--- src/rtl/tdm_demux4.sv ---
// Purpose: TDM receive demux; locks to slot-0 frame sync, collects 4 slots, publishes whole frames.
// Latency: out0..out3 and frame_valid update 1 clk after the slot-3 beat is sampled.
// Backpressure: none; a beat is taken on every din_valid cycle, and idle cycles only hold state.
module tdm_demux4 #(
  parameter int WIDTH = 1
) (
  input  logic             clk,
  input  logic             rst_n,
  input  logic [WIDTH-1:0] din,
  input  logic             din_valid,
  input  logic             frame_sync,
  output logic [WIDTH-1:0] out0,
  output logic [WIDTH-1:0] out1,
  output logic [WIDTH-1:0] out2,
  output logic [WIDTH-1:0] out3,
  output logic             frame_valid,
  output logic             s0,
  output logic             s1,
  output logic             locked,
  output logic             sync_err
);

  typedef enum logic {
    HUNT   = 1'b0,
    LOCKED = 1'b1
  } state_e;

  state_e           state_q, state_d;
  logic [1:0]       slot_q, slot_d;
  logic [WIDTH-1:0] sh0_q, sh0_d;
  logic [WIDTH-1:0] sh1_q, sh1_d;
  logic [WIDTH-1:0] sh2_q, sh2_d;
  logic [WIDTH-1:0] out0_q, out0_d;
  logic [WIDTH-1:0] out1_q, out1_d;
  logic [WIDTH-1:0] out2_q, out2_d;
  logic [WIDTH-1:0] out3_q, out3_d;
  logic             frame_valid_q, frame_valid_d;
  logic             sync_err_q, sync_err_d;

  // Next-state: slot tracking, shadow capture and atomic publish of a complete frame
  always_comb begin
    state_d       = state_q;
    slot_d        = slot_q;
    sh0_d         = sh0_q;
    sh1_d         = sh1_q;
    sh2_d         = sh2_q;
    out0_d        = out0_q;
    out1_d        = out1_q;
    out2_d        = out2_q;
    out3_d        = out3_q;
    frame_valid_d = 1'b0;
    sync_err_d    = 1'b0;
    if (din_valid) begin
      if (state_q == HUNT) begin
        // Unsynced beats are dropped silently until a marker shows up
        if (frame_sync) begin
          sh0_d   = din;
          slot_d  = 2'd1;
          state_d = LOCKED;
        end
      end else if (frame_sync) begin
        // A marker anywhere but slot 0 restarts the frame; the partial one is abandoned
        if (slot_q != 2'd0) begin
          sync_err_d = 1'b1;
        end
        sh0_d  = din;
        slot_d = 2'd1;
      end else begin
        case (slot_q)
          2'd0: begin
            sync_err_d = 1'b1;
            state_d    = HUNT;
            slot_d     = 2'd0;
          end
          2'd1: begin
            sh1_d  = din;
            slot_d = 2'd2;
          end
          2'd2: begin
            sh2_d  = din;
            slot_d = 2'd3;
          end
          default: begin
            // Slot 3 completes the frame; all four outputs move together
            out0_d        = sh0_q;
            out1_d        = sh1_q;
            out2_d        = sh2_q;
            out3_d        = din;
            frame_valid_d = 1'b1;
            slot_d        = 2'd0;
          end
        endcase
      end
    end
  end

  // State registers with synchronous active-low reset
  always_ff @(posedge clk) begin
    if (!rst_n) begin
      state_q       <= HUNT;
      slot_q        <= 2'd0;
      sh0_q         <= '0;
      sh1_q         <= '0;
      sh2_q         <= '0;
      out0_q        <= '0;
      out1_q        <= '0;
      out2_q        <= '0;
      out3_q        <= '0;
      frame_valid_q <= 1'b0;
      sync_err_q    <= 1'b0;
    end else begin
      state_q       <= state_d;
      slot_q        <= slot_d;
      sh0_q         <= sh0_d;
      sh1_q         <= sh1_d;
      sh2_q         <= sh2_d;
      out0_q        <= out0_d;
      out1_q        <= out1_d;
      out2_q        <= out2_d;
      out3_q        <= out3_d;
      frame_valid_q <= frame_valid_d;
      sync_err_q    <= sync_err_d;
    end
  end

  assign out0        = out0_q;
  assign out1        = out1_q;
  assign out2        = out2_q;
  assign out3        = out3_q;
  assign frame_valid = frame_valid_q;
  assign sync_err    = sync_err_q;
  assign s0          = slot_q[0];
  assign s1          = slot_q[1];
  assign locked      = (state_q == LOCKED);

endmodule

--- config.mk ---
export PLATFORM = sky130hd
export DESIGN_NAME = tdm_demux4
export DESIGN_NICKNAME = d
export VERILOG_FILES = /design/src/rtl/tdm_demux4.sv
export SDC_FILE = /design/constraint.sdc
export NUM_CORES = 1
export LEC_CHECK = 0
export CORE_MARGIN = 1
export CORE_UTILIZATION = 44
export CTS_CLUSTER_SIZE = 8
export DETAILED_ROUTE_END_ITERATION = 7
export DONT_BUFFER_PORTS = 1
export GPL_TIMING_DRIVEN = 0
export SYNTH_ARGS = -nofsm -noshare
export SYNTH_HDL_FRONTEND = slang
export SYNTH_SLANG_ARGS = --single-unit
--- constraint.sdc ---
create_clock -name clk -period 2.6 [get_ports clk]
set_input_delay 0.52 -clock clk [delete_from_list [all_inputs] [get_ports clk]]
set_output_delay 0.52 -clock clk [all_outputs]
set_load 0.01 [all_outputs]
==> impl_metrics.json, run 1 <==
{
  "tightestPinTransition_ns": 0.266,
  "syn_nets": 67,
  "timing.rr.start": "slot_q[0]",
  "globalRouteTotalUtil_pct": 15.7,
  "hold_violations": 0,
  "cp-start-kind": "flop",
  "clkLatencyLatePin_ns": 0.28,
  "r2r_end": "sync_err",
  "synth_seq_area_share_pct": 40.4,
  "power.share.clock_pct": 39.8,
  "place_ws_ns": 1.28,
  "p_sw_share_pct": 23.5,
  "crit_chain": "inv_1, ha_1, ha_1, nor3_1",
  "clock_path_buffers": 2,
  "tns_ns": 0,
  "reg2reg_depth": 4,
  "fin_area_sq_um": 648,
  "ff2ff_setup_slack_ns": 1.24,
  "worstHoldPathCells": 2,
  "ctsHtreeMaxLevel": 1,
  "pin_count": 14,
  "p_int_uw": 287,
  "syn_area_per_cell_sq_um": 10.4,
  "fillers": 120,
  "leakage_nw": 0.292,
  "fin_cells": 75,
  "ys_types": 21,
  "status": "complete, no violations",
  "remaining_drc_errors": 0,
  "p_per_area_mw_per_mm2": 579,
  "synth_warnings": 0,
  "whs_endpoint": "sh0_q",
  "multi_input_comb_area_sq_um": 300,
  "drtIter0Drc": 8,
  "hpwl_um": 791,
  "fin_ws_ns": 1.24,
  "hold_path_startpoint": "din",
  "grt_pass1_vias": 387,
  "cts_resized": 0,
  "drv_cap": 0,
  "power.total_uw": 375,
  "ant_nets": 0,
  "layout-drive-gt1-share_pct": 18.0,
  "cts_hold_buf": 0,
  "coreArea_sq_mm": 0.00119,
  "clock-sinks": 12,
  "comb_power_share_pct": 9.0,
  "cts_made_buffers": 3,
  "syn_to_final_growth_pct": 9.05,
  "setup_violations": 0,
  "dpl.cell_count": 71,
  "crit_arrival_ns": 1.56,
  "firstDrtPassIters": 3,
  "placed_area_sq_um": 612,
  "rsz0062_at_grt": "false",
  "crit_path_frequent_cell": "ha_1",
  "ff_latch_area_sq_um": 240,
  "fin_crit_sh_pct": 52.2,
  "crit_fanout": 5,
  "max_slew_margin_pct": 82.2,
  "final_core_util_pct": 54.6,
  "syn-cell-area_sq_um": 594,
  "die_w_um": 38.8,
  "cts_tree": "done",
  "finalCriticalPeriod_ns": 1.36,
  "synth_cells": 57,
  "maxSlewViolCount": 0,
  "viasPerCell": 5.68,
  "start_util_pct": 50.1,
  "gp_congestion": 0.751,
  "sequentialPowerShare_pct": 51.2,
  "cpPeakStageDelay_ns": 0.48,
  "rows": 12,
  "skew_ns": 0.0101,
  "cp_slowest_cell": "dfxtp_1",
  "die_h_um": 38.8,
  "grt_start_max_net_pins": 11,
  "switchingPower_uw": 88.1,
  "synth_seq_cells": 12,
  "cp-end-kind": "flop",
  "vias": 426,
  "holdCritPathClass": "input pin to flop",
  "ir_drop_uv": 272,
  "clk_pin_slew_worst_paths_ns": 0.08,
  "diodes": 0,
  "cts-root-buf": "clkbuf_4",
  "grt.overflow.total": 0,
  "cts_setup_buffers": 0,
  "numPortBuffers": 0,
  "max_freq_mhz": 736,
  "hold_ws_ns": 0.400,
  "dieArea_sq_mm": 0.00150,
  "wl_per_cell_um": 14.1,
  "fin_nets": 72,
  "crit_required_ns": 2.80,
  "grt_pass1_wl_um": 1610,
  "antenna_found_initial": 0,
  "path_class": "flop to flop",
  "wl_um": 1050
}
## power by group through the flow
stage	Clock, mW	Combinational (mW)	Sequential (mW)
after global placement	0	0.0323	0.196
after CTS	0.153	0.0337	0.192
after floorplan	0	0.0278	0.196
after detailed placement	0	0.0336	0.197
final	0.149	0.0338	0.192
after global routing	0.162	0.0372	0.193
## state kept, by name, indices dropped and copies added (netlist names)
name         cells
out0             1
sync_err         1
locked           1
out1             1
frame_valid      1
sh0_q            1
out3             1
out2             1
sh1_q            1
sh2_q            1
slot_q           2
## cell families after synthesis
family / after synthesis / synth area share [%]
AOI/OAI and AO/OA: 7 / 10.7
muxes: 6 / 10.1
adders and majority gates: 5 / 10.5
and+or+nand+nor: 18 / 19.2
DFF: 12 / 40.4
buffers and inverters: 9 / 9.05
## worst max-delay path by stage
stage / from / to / cells past startpoint
floorplan: slot_q[0] / slot_q[0] / 4
global placement: slot_q[0] / sync_err / 4
detailed placement: slot_q[0] / sync_err / 4
CTS: slot_q[0] / sync_err / 4
global route: slot_q[0] / sync_err / 4
finish: slot_q[0] / sync_err / 4
## layout by cell type, fill, tap and decap left out, types with 2 or more instances in the layout
cell	Yosys	final
dfxtp_1	12	12
nand2_1	9	9
mux2i_1	6	6
inv_1	5	5
ha_1	5	5
nand4b_1	3	3
clkbuf_4	0	3
buf_6	2	2
a21oi_1	2	2
## cell type report
cell class / count / share of cell area [%]
Multi-Input combinational cell: 36 / 46.3
Buffer: 4 / 5.41
Inverter: 5 / 2.90
Sequential cell: 12 / 37.1
Clock buffer: 4 / 5.60
Tap cell: 14 / 2.70
## worst max-delay path: cells and delay by family (launching register included)
| kind | cells | cell delay, ns |
|---|---|---|
| buffers and inverters | 1 | 0.11 |
| adders and majority gates | 2 | 0.48 |
| and+or+nand+nor | 1 | 0.20 |
| DFF | 1 | 0.48 |
## Yosys cell counts (all sizes together)
library cell  instances  area share [%]
nand2                 9             5.7
nand4b                4             8.4
and4b                 1             1.7
or2                   1             1.1
buf                   4             5.9
nor2                  1            0.63
dfxtp                12              40
ha                    5              11
a21bo                 1             1.7
nor3                  1            0.84
mux2i                 6              10
o221a                 1             1.9
nand3                 1            0.84
o32ai                 1             2.7
o21a                  1             1.3
a311oi                1             1.5
inv                   5             3.2
a21oi                 2             1.7
## metal layers
metal	GRT usage (%)	vias up	wire, um
li1	-	206	-
met1	16.6	204	486
met2	27.1	14	489
met3	6.94	2	68
met4	6.03	0	9
met5	0	-	0
Power figures use the tool's default switching activity.
==> run 2, diff against run 1 <==
==> constraint.sdc (replaced) <==
create_clock -name clk -period 1.3 [get_ports clk]
set_input_delay 0.26 -clock clk [delete_from_list [all_inputs] [get_ports clk]]
set_output_delay 0.26 -clock clk [all_outputs]
set_load 0.01 [all_outputs]
==> impl_metrics.json, run 2 (synthesized netlist as in run 1, its figures left out) <==
{
  "cts_tree": "done",
  "cp-end-kind": "flop",
  "p_int_uw": 575,
  "die_w_um": 38.8,
  "cpPeakStageDelay_ns": 0.39,
  "sequentialPowerShare_pct": 51.3,
  "hold_violations": 0,
  "viasPerCell": 5.67,
  "drv_cap": 0,
  "crit_chain": "inv_1, ha_1, or2_1, o221a_1",
  "maxSlewViolCount": 0,
  "clkLatencyLatePin_ns": 0.27,
  "crit_arrival_ns": 1.37,
  "final_core_util_pct": 55.5,
  "switchingPower_uw": 174,
  "crit_family": "flip-flops",
  "die_h_um": 38.8,
  "clock_path_buffers": 2,
  "numPortBuffers": 0,
  "max_slew_margin_pct": 85.5,
  "grt_pass1_vias": 388,
  "skew_ns": 0.00899,
  "cts_made_buffers": 3,
  "coreArea_sq_mm": 0.00119,
  "hpwl_um": 791,
  "finalCriticalPeriod_ns": 1.20,
  "grt_start_max_net_pins": 11,
  "pin_count": 14,
  "antenna_found_initial": 0,
  "gp_congestion": 0.751,
  "setup_violations": 0,
  "layout-drive-gt1-share_pct": 23.0,
  "diodes": 0,
  "p_per_area_mw_per_mm2": 1140,
  "status": "complete, no violations",
  "largest-register": "slot_q",
  "ctsHtreeMaxLevel": 1,
  "power.total_uw": 749,
  "ant_nets": 0,
  "fin_crit_sh_pct": 92.4,
  "wl_per_cell_um": 14.1,
  "firstDrtPassIters": 2,
  "cp_slowest_cell": "dfxtp_4",
  "clock-sinks": 12,
  "p_sw_share_pct": 23.3,
  "grt.overflow.total": 0,
  "grt_pass1_wl_um": 1590,
  "tightestPinTransition_ns": 0.218,
  "crit_required_ns": 1.47,
  "fin_nets": 72,
  "largest_reg_flops": 2,
  "comb_power_share_pct": 9.3,
  "rsz0062_at_grt": "false",
  "path_class": "flop to flop",
  "clk_pin_slew_worst_paths_ns": 0.08,
  "wl_um": 1060,
  "power.share.clock_pct": 39.3,
  "remaining_drc_errors": 0,
  "cts_setup_buffers": 0,
  "holdCritPathClass": "input pin to flop",
  "ir_drop_uv": 543,
  "crit_fanout": 5,
  "start_util_pct": 50.1,
  "drtIter0Drc": 12,
  "vias": 425,
  "final_cell_mix": "10 x dfxtp_1, 9 x nand2_1, 6 x mux2i_1",
  "max_freq_mhz": 832,
  "cts_hold_buf": 0,
  "syn_to_final_growth_pct": 10.7,
  "final_common_cell": "dfxtp_1",
  "dieArea_sq_mm": 0.00150,
  "path_buf_inv": 1,
  "cts-root-buf": "clkbuf_4",
  "globalRouteTotalUtil_pct": 15.6,
  "leakage_nw": 0.294,
  "rows": 12,
  "cp-start-kind": "flop"
}
[run 2: changes by cell type in the layout (fill, tap and decap cells not counted)]
cell	before	now
dfxtp_1	12	10
dfxtp_2	0	1
dfxtp_4	0	1
nor3_1	1	0
nor3_2	0	1
[run 2: layout make-up]
| class | count | area (sq um) |
|---|---|---|
| Sequential cell | 12 | 245 |
| Inverter | 5 | 18.8 |
| Buffer | 4 | 35.0 |
| Multi-Input combinational cell | 36 | 305 |
| Tap cell | 14 | 17.5 |
| Fill cell | 118 | 528 |
| Clock buffer | 4 | 36.3 |
[run 2: path summary, 6_finish.rpt]
kind	from	slack, ns	depth (start not counted)	to
worst min-delay path	din	0.15	2	sh0_q
worst max register to register	slot_q[0]	0.1	4	slot_q[0]
worst max-delay path	slot_q[0]	0.1	4	slot_q[0]
worst min register to register	sh0_q	0.46	2	out0
[run 2: timing repair]
item	4_1_cts	5_1_grt
resized for setup	2	2
endpoints found under the setup margin	3	1
cloned	0	0
[run 2: power by group through the flow]
stage / logic [mW] / registers, mW / clock network [mW]
final: 0.0699 / 0.384 / 0.295
after global routing: 0.0776 / 0.386 / 0.323
after CTS: 0.0675 / 0.385 / 0.307
after detailed placement: 0.0672 / 0.393 / 0
after global placement: 0.0645 / 0.393 / 0
after floorplan: 0.0556 / 0.391 / 0
[run 2: metal layers]
| metal | track usage (%) | up-vias | part of all wire [%] |
|---|---|---|---|
| li1 | - | 208 | - |
| met1 | 16.3 | 203 | 46 |
| met2 | 27.1 | 14 | 47 |
| met3 | 6.94 | 0 | 6.9 |
| met4 | 6.03 | 0 | 0 |
| met5 | 0 | - | 0 |
[run 2: stage by stage]
stage | instances | setup TNS (ns) | setup slack (ns) | instance area (sq um) | hold slack [ns]
floorplan | 57 | 0 | 0.104 | 594 | 0.407
global placement | 71 | 0 | 0.0391 | 612 | 0.415
detailed placement | 71 | -0.0345 | -0.0233 | 612 | 0.430
CTS | 75 | 0 | 0.0540 | 651 | 0.142
global route | 75 | 0 | 0.0135 | 658 | 0.166
finish | 75 | 0 | 0.0985 | 658 | 0.150
==> run 3, diff against run 2 <==
--- a/config.mk
+++ b/config.mk
@@ -7,10 +7,10 @@
 export LEC_CHECK = 0
 export CORE_MARGIN = 1
 export CORE_UTILIZATION = 44
+export CTS_CLUSTER_DIAMETER = 200
 export CTS_CLUSTER_SIZE = 8
 export DETAILED_ROUTE_END_ITERATION = 7
 export DONT_BUFFER_PORTS = 1
-export GPL_TIMING_DRIVEN = 0
 export SYNTH_ARGS = -nofsm -noshare
 export SYNTH_HDL_FRONTEND = slang
 export SYNTH_SLANG_ARGS = --single-unit
==> impl_metrics.json, run 3 (synthesized netlist as in run 1, its figures left out) <==
{
  "cts-root-buf": "clkbuf_4",
  "grt_pass1_vias": 407,
  "cp-end-kind": "flop",
  "clkLatencyLatePin_ns": 0.27,
  "grt.overflow.total": 0,
  "maxSlewViolCount": 0,
  "coreArea_sq_mm": 0.00119,
  "die_h_um": 38.8,
  "rsz0062_at_grt": "false",
  "diodes": 0,
  "pin_count": 14,
  "clock-sinks": 12,
  "grt_pass1_wl_um": 1730,
  "tns_ns": 0,
  "largest_reg_flops": 2,
  "globalRouteTotalUtil_pct": 17.4,
  "tightestPinTransition_ns": 0.205,
  "grt_start_max_net_pins": 12,
  "antenna_found_initial": 0,
  "fillers": 106,
  "holdCritPathClass": "input pin to flop",
  "max_slew_margin_pct": 86.3,
  "fin_nets": 71,
  "leakage_nw": 0.289,
  "power.share.clock_pct": 40.0,
  "fin_crit_sh_pct": 91.2,
  "use_met2_pct": 30.0,
  "power.total_uw": 733,
  "comb_power_share_pct": 7.0,
  "switchingPower_uw": 160,
  "finalCriticalPeriod_ns": 1.19,
  "hpwl_um": 807,
  "drtIter0Drc": 5,
  "crit_chain": "inv_1, ha_1, ha_1, a311oi_2",
  "final_core_util_pct": 54.3,
  "cpPeakStageDelay_ns": 0.38,
  "use_met3_pct": 6.94,
  "place_ws_ns": 0.0664,
  "ant_nets": 0,
  "p_per_area_mw_per_mm2": 1140,
  "ir_drop_uv": 593,
  "dieArea_sq_mm": 0.00150,
  "ctsHtreeMaxLevel": 1,
  "crit_required_ns": 1.48,
  "remaining_drc_errors": 0,
  "grt-busiest-layer": "met2",
  "max_freq_mhz": 843,
  "setup_violations": 0,
  "skew_ns": 0.00631,
  "vias": 413,
  "crit_path_frequent_cell": "ha_1",
  "fin_ws_ns": 0.114,
  "start_util_pct": 50.1,
  "cts_tree": "done",
  "viasPerCell": 5.58,
  "use_met1_pct": 19.4,
  "cts_setup_buffers": 0,
  "rows": 12,
  "firstDrtPassIters": 2,
  "final_common_cell": "dfxtp_1",
  "largest-register": "slot_q",
  "wl_per_cell_um": 14.5,
  "drv_cap": 0,
  "sequentialPowerShare_pct": 52.9,
  "hold_violations": 0,
  "hold_ws_ns": 0.0980,
  "final_cell_mix": "10 x dfxtp_1, 9 x nand2_1, 6 x mux2i_1",
  "clock_path_buffers": 2,
  "crit_arrival_ns": 1.37,
  "clk_pin_slew_worst_paths_ns": 0.08,
  "cp_slowest_cell": "dfxtp_1",
  "cp-start-kind": "flop",
  "p_int_uw": 573,
  "wl_um": 1080,
  "crit_family": "flip-flops",
  "cts_made_buffers": 3,
  "path_buf_inv": 1,
  "syn_to_final_growth_pct": 8.42,
  "gp_congestion": 0.709,
  "die_w_um": 38.8,
  "crit_fanout": 4,
  "numPortBuffers": 0,
  "p_sw_share_pct": 21.8,
  "layout-drive-gt1-share_pct": 21.7,
  "status": "complete, no violations",
  "path_class": "flop to flop"
}
-- run 3: path summary, 6_finish.rpt --
check,cells past startpoint,start,to,slack (ns)
worst min-delay path,1,din_valid,locked,0.1
worst min register to register,2,sh0_q,out0,0.46
worst max-delay path,4,slot_q[1],locked,0.11
worst max register to register,4,slot_q[1],locked,0.11
-- run 3: area by class of cell --
| cell class | instances | area, sq um | area share (%) |
|---|---|---|---|
| inverters | 5 | 18.8 | 2.91 |
| multi-input cells | 36 | 307 | 47.6 |
| clock buffers | 4 | 36.3 | 5.63 |
| repair buffers | 3 | 22.5 | 3.50 |
| well taps | 14 | 17.5 | 2.72 |
| flip-flops and latches | 12 | 243 | 37.7 |
-- run 3: worst register-to-register path, cell delays in order, from the launching register on --
cell and delay (ns):
dfxtp_1 0.38, inv_1 0.10, ha_1 0.19, ha_1 0.18, a311oi_2 0.25
-- run 3: per-layer routing --
layer  up-vias  wire length (um)
met1       197               482
met2        13               528
met5         -                 0
met3         0                63
li1        203                 -
met4         0                 0
-- run 3: stage by stage --
stage          area, sq um  instances
2_1_floorplan          594         57
3_3_place_gp           599         70
3_5_place_dp           599         70
4_1_cts                636         74
5_1_grt                644         74
6_report               644         74
-- run 3: power by group through the flow --
stage                     combinational [mW]  clock [mW]  sequential [mW]
after floorplan                       0.0556           0            0.391
after global placement                0.0466           0            0.394
after detailed placement              0.0495           0            0.395
after global routing                  0.0585       0.316            0.389
after CTS                             0.0496       0.302            0.386
final                                 0.0515       0.293            0.388
-- run 3: timing repair --
action                     in CTS  in global routing
resized for setup               0                  3
setup endpoints to repair       0                  3
hold buffers                    0                  0
